===== src/rtl/stage_sequencer_if.sv =====
// Handshake bundle between the stage sequencer (master) and the multi-cycle datapath (slave).
// The counter width must match the CNT_W of the connected stage_sequencer.
interface stage_sequencer_if #(
  parameter int CNT_W = 32
);
  logic             rwmem;
  logic             exaluEnable;
  logic             exBusy;
  logic             memWait;
  logic             halt_req;
  logic             step_req;
  logic             en_ft;
  logic             en_dc;
  logic             en_ex;
  logic             en_ma;
  logic             en_wb;
  logic [3:0]       stage;
  logic             halted;
  logic             bus_err;
  logic [CNT_W-1:0] cycle_cnt;
  logic [CNT_W-1:0] instret_cnt;
  logic [CNT_W-1:0] stall_cnt;

  modport master (
    input  rwmem, exaluEnable, exBusy, memWait, halt_req, step_req,
    output en_ft, en_dc, en_ex, en_ma, en_wb, stage, halted, bus_err,
    output cycle_cnt, instret_cnt, stall_cnt
  );

  modport slave (
    output rwmem, exaluEnable, exBusy, memWait, halt_req, step_req,
    input  en_ft, en_dc, en_ex, en_ma, en_wb, stage, halted, bus_err,
    input  cycle_cnt, instret_cnt, stall_cnt
  );
endinterface


===== src/rtl/stage_sequencer.sv =====
// Single-clock stage sequencer for the multi-cycle RV32 core: one-cycle stage enables,
// memory-wait watchdog, debug halt/step. Define STAGE_PERF_CNT_EN to build the perf counters.
module stage_sequencer #(
  parameter int MEM_TIMEOUT = 1023,
  parameter int CNT_W       = 32
) (
  input logic              CLK,
  input logic              RST,
  stage_sequencer_if.master bus
);

  typedef enum logic [3:0] {
    S_IDLE = 4'd0,
    S_FT   = 4'd1,
    S_DC   = 4'd2,
    S_EX   = 4'd3,
    S_EXW  = 4'd4,
    S_MA   = 4'd5,
    S_MAW  = 4'd6,
    S_WB   = 4'd7,
    S_HALT = 4'd8,
    S_ERR  = 4'd9
  } state_t;

  // The wait counter only has to reach MEM_TIMEOUT-1: the next high cycle trips the watchdog.
  localparam int WAIT_W   = (MEM_TIMEOUT > 1) ? $clog2(MEM_TIMEOUT) : 1;
  localparam int TO_LAST  = (MEM_TIMEOUT > 0) ? MEM_TIMEOUT - 1 : 0;

  state_t            state_reg, state_next;
  logic              rwmem_lat_reg;
  logic              exw_first_reg;
  logic [WAIT_W-1:0] wait_cnt_reg;

  always_ff @(posedge CLK) begin
    if (RST) begin
      state_reg     <= S_IDLE;
      rwmem_lat_reg <= 1'b0;
      exw_first_reg <= 1'b0;
      wait_cnt_reg  <= '0;
    end else begin
      state_reg     <= state_next;
      exw_first_reg <= (state_reg == S_EX);
      if (state_reg == S_EX)
        rwmem_lat_reg <= bus.rwmem;
      if (state_reg == S_MA)
        wait_cnt_reg <= '0;
      else if (state_reg == S_MAW && bus.memWait)
        wait_cnt_reg <= wait_cnt_reg + 1'b1;
    end
  end

  always_comb begin
    state_next = state_reg;
    case (state_reg)
      S_IDLE: state_next = S_FT;
      S_FT:   state_next = S_DC;
      S_DC:   state_next = S_EX;
      S_EX: begin
        if (bus.exaluEnable)
          state_next = S_EXW;
        else if (bus.rwmem)
          state_next = S_MA;
        else
          state_next = S_WB;
      end
      // The exalu only raises busy one cycle after its strobe, so the first EXW cycle is blind.
      S_EXW: begin
        if (!exw_first_reg && !bus.exBusy)
          state_next = rwmem_lat_reg ? S_MA : S_WB;
      end
      S_MA:   state_next = S_MAW;
      S_MAW: begin
        if (!bus.memWait)
          state_next = S_WB;
        else if (MEM_TIMEOUT != 0 && wait_cnt_reg == WAIT_W'(TO_LAST))
          state_next = S_ERR;
      end
      S_WB:   state_next = bus.halt_req ? S_HALT : S_FT;
      S_HALT: begin
        if (!bus.halt_req || bus.step_req)
          state_next = S_FT;
      end
      S_ERR:  state_next = S_ERR;
      default: state_next = S_IDLE;
    endcase
  end

  always_comb begin
    bus.en_ft   = (state_reg == S_FT);
    bus.en_dc   = (state_reg == S_DC);
    bus.en_ex   = (state_reg == S_EX);
    bus.en_ma   = (state_reg == S_MA);
    bus.en_wb   = (state_reg == S_WB);
    bus.stage   = state_reg;
    bus.halted  = (state_reg == S_HALT) || (state_reg == S_ERR);
    bus.bus_err = (state_reg == S_ERR);
  end

`ifdef STAGE_PERF_CNT_EN
  logic [CNT_W-1:0] cycle_cnt_reg, instret_cnt_reg, stall_cnt_reg;

  always_ff @(posedge CLK) begin
    if (RST) begin
      cycle_cnt_reg   <= '0;
      instret_cnt_reg <= '0;
      stall_cnt_reg   <= '0;
    end else begin
      if (state_reg != S_HALT && state_reg != S_ERR)
        cycle_cnt_reg <= cycle_cnt_reg + 1'b1;
      if (state_reg == S_WB)
        instret_cnt_reg <= instret_cnt_reg + 1'b1;
      if ((state_reg == S_EXW && !exw_first_reg) || (state_reg == S_MAW && bus.memWait))
        stall_cnt_reg <= stall_cnt_reg + 1'b1;
    end
  end

  assign bus.cycle_cnt   = cycle_cnt_reg;
  assign bus.instret_cnt = instret_cnt_reg;
  assign bus.stall_cnt   = stall_cnt_reg;
`else
  assign bus.cycle_cnt   = '0;
  assign bus.instret_cnt = '0;
  assign bus.stall_cnt   = '0;
`endif

endmodule


===== src/flat_wrapper.sv =====
// flat-port wrapper written by rule: the top's interface ports become plain ports
module stage_sequencer_flat 
#(
  parameter int MEM_TIMEOUT = 1023,
  parameter int CNT_W       = 32
)
  (CLK, RST, bus_rwmem, bus_exaluEnable, bus_exBusy, bus_memWait, bus_halt_req, bus_step_req, bus_en_ft, bus_en_dc, bus_en_ex, bus_en_ma, bus_en_wb, bus_stage, bus_halted, bus_bus_err, bus_cycle_cnt, bus_instret_cnt, bus_stall_cnt);
  stage_sequencer_if #(.CNT_W(CNT_W)) bus_i ();
  input logic CLK;
  input logic RST;
  input wire logic [$bits(bus_i.rwmem)-1:0] bus_rwmem;
  input wire logic [$bits(bus_i.exaluEnable)-1:0] bus_exaluEnable;
  input wire logic [$bits(bus_i.exBusy)-1:0] bus_exBusy;
  input wire logic [$bits(bus_i.memWait)-1:0] bus_memWait;
  input wire logic [$bits(bus_i.halt_req)-1:0] bus_halt_req;
  input wire logic [$bits(bus_i.step_req)-1:0] bus_step_req;
  output wire logic [$bits(bus_i.en_ft)-1:0] bus_en_ft;
  output wire logic [$bits(bus_i.en_dc)-1:0] bus_en_dc;
  output wire logic [$bits(bus_i.en_ex)-1:0] bus_en_ex;
  output wire logic [$bits(bus_i.en_ma)-1:0] bus_en_ma;
  output wire logic [$bits(bus_i.en_wb)-1:0] bus_en_wb;
  output wire logic [$bits(bus_i.stage)-1:0] bus_stage;
  output wire logic [$bits(bus_i.halted)-1:0] bus_halted;
  output wire logic [$bits(bus_i.bus_err)-1:0] bus_bus_err;
  output wire logic [$bits(bus_i.cycle_cnt)-1:0] bus_cycle_cnt;
  output wire logic [$bits(bus_i.instret_cnt)-1:0] bus_instret_cnt;
  output wire logic [$bits(bus_i.stall_cnt)-1:0] bus_stall_cnt;
  assign bus_i.rwmem = bus_rwmem;
  assign bus_i.exaluEnable = bus_exaluEnable;
  assign bus_i.exBusy = bus_exBusy;
  assign bus_i.memWait = bus_memWait;
  assign bus_i.halt_req = bus_halt_req;
  assign bus_i.step_req = bus_step_req;
  assign bus_en_ft = bus_i.en_ft;
  assign bus_en_dc = bus_i.en_dc;
  assign bus_en_ex = bus_i.en_ex;
  assign bus_en_ma = bus_i.en_ma;
  assign bus_en_wb = bus_i.en_wb;
  assign bus_stage = bus_i.stage;
  assign bus_halted = bus_i.halted;
  assign bus_bus_err = bus_i.bus_err;
  assign bus_cycle_cnt = bus_i.cycle_cnt;
  assign bus_instret_cnt = bus_i.instret_cnt;
  assign bus_stall_cnt = bus_i.stall_cnt;
  stage_sequencer #(.MEM_TIMEOUT(MEM_TIMEOUT), .CNT_W(CNT_W)) u_core (.CLK(CLK), .RST(RST), .bus(bus_i));
endmodule

===== config.mk =====
export PLATFORM = sky130hd
export DESIGN_NAME = stage_sequencer_flat
export DESIGN_NICKNAME = d
export VERILOG_FILES = /design/src/rtl/stage_sequencer_if.sv /design/src/rtl/stage_sequencer.sv /design/src/flat_wrapper.sv
export SDC_FILE = /design/constraint.sdc
export NUM_CORES = 1
export LEC_CHECK = 0
export ABC_AREA = 1
export CAP_MARGIN = 40
export CORE_ASPECT_RATIO = 0.7
export CORE_MARGIN = 10
export CORE_UTILIZATION = 30
export CTS_CLUSTER_DIAMETER = 30
export CTS_CLUSTER_SIZE = 20
export DETAILED_ROUTE_END_ITERATION = 10
export DONT_BUFFER_PORTS = 1
export GPL_ROUTABILITY_DRIVEN = 0
export PLACE_DENSITY = 0.45
export SYNTH_ARGS = -nofsm -noshare
export SYNTH_HDL_FRONTEND = slang
export SYNTH_SLANG_ARGS = --single-unit

===== constraint.sdc =====
create_clock -name CLK -period 1.24 [get_ports CLK]
set_input_delay 0.124 -clock CLK [delete_from_list [all_inputs] [get_ports CLK]]
set_output_delay 0.124 -clock CLK [all_outputs]
set_load 0.01 [all_outputs]

; ---- Word level (Yosys, flattened, before mapping)
; Cells that the tools add are included.
[op_classes]
add_sub_neg = 1
eq_ne = 13
mux = 9
n_reduce_logical = 10
[ops]
columns = op, n
row1 = $pmux 4 s10, 1
row2 = $mux 4, 6
row3 = $eq 4x3->1 const B, 4
row4 = $add 10x1->10 const B, 1
row5 = $eq 10x10->1 const B, 1
row6 = $eq 4x2->1 const B, 2
row7 = $eq 4x4->1 const B, 2
row8 = $eq 4x1->1 const B, 1
row9 = $logic_not 4->1, 1
row10 = $mux 2, 2
row11 = $ne 2x1->1 const B, 2
row12 = $logic_not 1->1, 3
row13 = $ne 3x3->1 const B, 1
row14 = $reduce_and 3->1, 1
row15 = $logic_and 1x1->1, 2
row16 = $logic_or 1x1->1, 2
row17 = $reduce_or 2->1, 1
[totals]
register_bits = 16
input_bits = 8
out_inout_bits = 107
wordCells = 37

; ---- Depth between registers and ports, before layout
[depth]
word_depth = 4
mapped_depth = 9
mapped_depth_nobuf = 9

; ---- Worst setup path after synthesis
; OpenSTA, ideal clock, no wires.
[synth_path]
kind = register -> register
start = reg u_core.state_reg[2] (netlist: u_core.bus.stage[2])
end = reg u_core.wait_cnt_reg[7]
setup_ns = 0.113
arrival_time_ns = 1.224
t_required_ns = 1.127
path_slack_ns = -0.097
stages_incl_launch_ff = 8
n_path_buf = 0
period_less_slack_ns = 1.337
path_cell_list = dfxtp_1 inv_2 nor2_4 nand3_4 nor3b_1 nand2_1 nand2_1 nor2_1
[synth_via]
elab_chain_cells = 2
elab_cells_between_ends = 4
cone_classes = eq/ne (2) / reduce/logical (2)
[synth_lines]
columns = element, line_no
row1 = start: declaration, stage_sequencer.sv:29  ; state_t state_reg, state_next;
row2 = start signal: assignment, stage_sequencer.sv:41  ; state_reg <= state_next;
row3 = "$eq 4x3->1, on equally long branches", "stage_sequencer.sv:45, stage_sequencer.sv:47"
row4 = $reduce_or 2->1 (no source line) or $logic_and 1x1->1 (tied branches), --
row5 = end signal: assignment, stage_sequencer.sv:48  ; wait_cnt_reg <= wait_cnt_reg + 1'b1;
row6 = end: declaration, stage_sequencer.sv:32  ; logic [WAIT_W-1:0] wait_cnt_reg;
; Parallel ways exist; a longest one is shown, timed or not.
; A chain may end at the register's enable or synchronous reset.

; ---- Worst setup path after layout
[layout_path]
start = reg u_core.state_reg[3] (netlist: u_core.bus.stage[3])
end = out bus_en_ma
[layout_via]
elab_chain_cells = 1
[layout_lines]
columns = element, line_no
row1 = $eq 4x3->1, stage_sequencer.sv:92  ; bus.en_ma = (state_reg == S_MA);
row2 = end: declaration, flat_wrapper.sv:20  ; output wire logic [$bits(bus_i.en_ma)-1:0] bus_en_ma;
; No other way between the ends.

==> impl_results.md <==
- Outcome: finished with violations
- Failing checks: negative setup slack
- CP Capture Type: output port
- Total number of yosys warnings: 0
- Clock period minus worst slack: 1340 ps
- Post-synthesis mux area share: 0%
- Num CTS Buffers: 3
- Clk Latency, worst-skew pair: 250 ps
- Synth Area in Compound Gates: approximately 6.6%
- CTS tree: built
- Most common cell after layout, fill and taps aside: conb_1
- Number of global-route vias before repair: 1164
- Die Ht: 82.5 microns
- DRT Wirelength: 4110 microns
- Commonest non-fill, non-tap cells in the layout: conb_1, nand2_1, buf_4
- CP Class: reg2out
- Remaining Overflow, GRT: 0
- Synthesized area per cell: between 6 and 7 sq um
- # placed instances: 346
- Max_cap viols: 0
- CORE AREA: 5310 sq um
- First-pass iteration count of the detailed router: 4
- Top cells by area, synth: buf_4, dfxtp_1, nand2_1, nor2_1, inv_1
- Num rows: 22
- Fin util: 36.8%
- H-Tree Depth: 1
- Number of diodes: 0
- Root Driver: clkbuf_8
- RSZ-0062 raised after global routing: true
- Clock sinks: 16
- Post-DR vias/cell: 3.63
- Largest family of logic cells by synthesized area: buffers and inverters
- Final setup fails: 8
- Sequential area share after synthesis: 19.1%
- Yosys reg bits: 16
- FILL cells: 581
- Crit Path Max Fanout: 4
- Clock Skews: between 2 and 2.5 ps
- Buffers on Ports: 0
- Die width: around 110 microns
- Layout cell share with drive strength beyond 1: roughly a third
- Layout Nets: 294
- DR vias: 1287
- Hold Violations, Final: 0
- Post-Synthesis Cell Area: 1680 sq um
- Estimated wirelength of the detail-placed design: 3440 microns
- Worst min path class: in2reg
- Area share of fa/ha/maj cells after synthesis: under 10%
- Worst Path Arrival: 1220 ps
- Synth Area in XOR/XNOR: 1.04%
- Largest area contributor in the synthesized netlist: buf_4
- Leak Pwr: roughly 0.95 nW
- Final ANT Viol Nets: 0
- Final worst-path cycle share: 108%
- Initial antenna violation count: 0
- Worst Slack Setup Final: -101 ps
- Placed Area: 1680 sq um
- DRC violations left: 0
- Io pins: 115
- Gr usage total: around 7.5%
- Initial drt markers: 76
- IR drop worst, VDD: 356 uV
- Startpoint Class: flop
- First-pass GRT wire length: between 5000 and 6000 microns
- Finished Layout Cells: 355
- Fmax: 0.745 GHz
- Starting Density: 31.6%
- PwrDens: ~780 nW/um^2
- CP required: 1120 ps
- Simple-gate share of the synthesized area: between 20% and 30%
- Yosys cell types: 26
- Final Cell Area: 1950 sq um
- Max-slew violation count: 0
- Largest register FFs: 10
- Routed wire per std cell: 11.6 microns
- Cells after Synth: 241
- Clk pin slew, worst setup/hold paths: 70 ps
- Largest net degree at the start of global routing: 10
- Share of the synthesized area in the top cell type: a little over two fifths
- Die footprint: approximately 9000 sq um
- Synth-to-Final Area Change: 16.5%
- Clock Path Buffers: 2
[power by group]
group / switching, mW / total (mW) / internal (mW)
Sequential: 0.0207 / 0.549 / 0.529
Clock: 0.195 / 0.477 / 0.282
Combinational: 0.324 / 0.494 / 0.170
Total: 0.539 / 1.52 / 0.980
[cell type report]
| cell class | count | area (sq um) | area share, % |
|---|---|---|---|
| multi-input combinational | 204 | 1040 | 53.4 |
| timing repair buffer | 39 | 344 | 17.6 |
| sequential | 16 | 340 | 17.4 |
| tap | 72 | 90.1 | 4.61 |
| inverter | 20 | 80.1 | 4.10 |
| clock buffer | 4 | 55.1 | 2.82 |
[synth_stat cells]
cell,count
buf_4,96
nand2_1,33
nor2_1,22
inv_1,17
dfxtp_1,16
a21oi_1,11
nand3_1,10
nor2_2,4
nor3_1,4
o21ai_0,4
nor2_4,3
ha_1,2
inv_2,2
nand2_2,2
nand4_1,2
nor3b_1,2
xor2_1,2
a211oi_1,1
a21boi_0,1
a31oi_1,1
conb_1,1
inv_4,1
nand3_4,1
nand3b_1,1
o211ai_1,1
o21a_1,1
[worst max-delay path: stages, from the launching register on]
cell	delay, ps
dfxtp_4	370
nor2_4	170
inv_2	90
nor2_4	150
buf_6	110
buf_6	90
[logic make-up (layout without fill, tap and decap cells)]
kind of cell / Yosys count / count (layout)
xor gates and xnor gates: 2 / 2
DFF: 16 / 16
and+or+nand+nor: 84 / 84
AOI/OAI and AO/OA: 20 / 20
buffers and inverters: 116 / 63
adders and majority gates: 2 / 2
other: 1 / 96
[through the flow]
stage               setup WS (ps)  power (mW)  hold slack (ps)  setup TNS, ps
finish                       -101        1.52             49.1           -308
global route                 -150        1.60             53.1          -1580
CTS                         -98.5        1.44             71.2           -662
detailed placement           -102       0.948              191           -430
global placement            -83.8       0.951              189           -324
floorplan                   -20.2        1.04              186          -20.2
[path summary, 6_finish.rpt]
kind	from	endpoint	slack, ps	cells past startpoint
setup / recovery	u_core.bus.stage[3]$_SDFFE_PP0P_	bus_en_ma	-100	5
hold / removal	RST	u_core.wait_cnt_reg[0]$_SDFFE_PP0P_	50	3
setup reg to reg	u_core.bus.stage[3]$_SDFFE_PP0P_	u_core.wait_cnt_reg[5]$_SDFFE_PP0P_	-30	8
hold reg to reg	u_core.wait_cnt_reg[7]$_SDFFE_PP0P_	u_core.wait_cnt_reg[7]$_SDFFE_PP0P_	480	2
[layer usage]
metal	vias to the layer above	share of wire, %	track usage, %
li1	655	-	-
met1	563	41	10.1
met2	69	45	11.9
met3	0	13	2.47
met4	0	0	0.389
met5	-	0	0
[what timing repair did]
item	in CTS	in global routing
setup buffers	0	4
hold endpoints to repair	6	0
gates resized for setup	14	45
hold buffers	1	0
setup endpoints to repair	19	21
pin swaps	6	20
(Power assumes the default switching activity.)
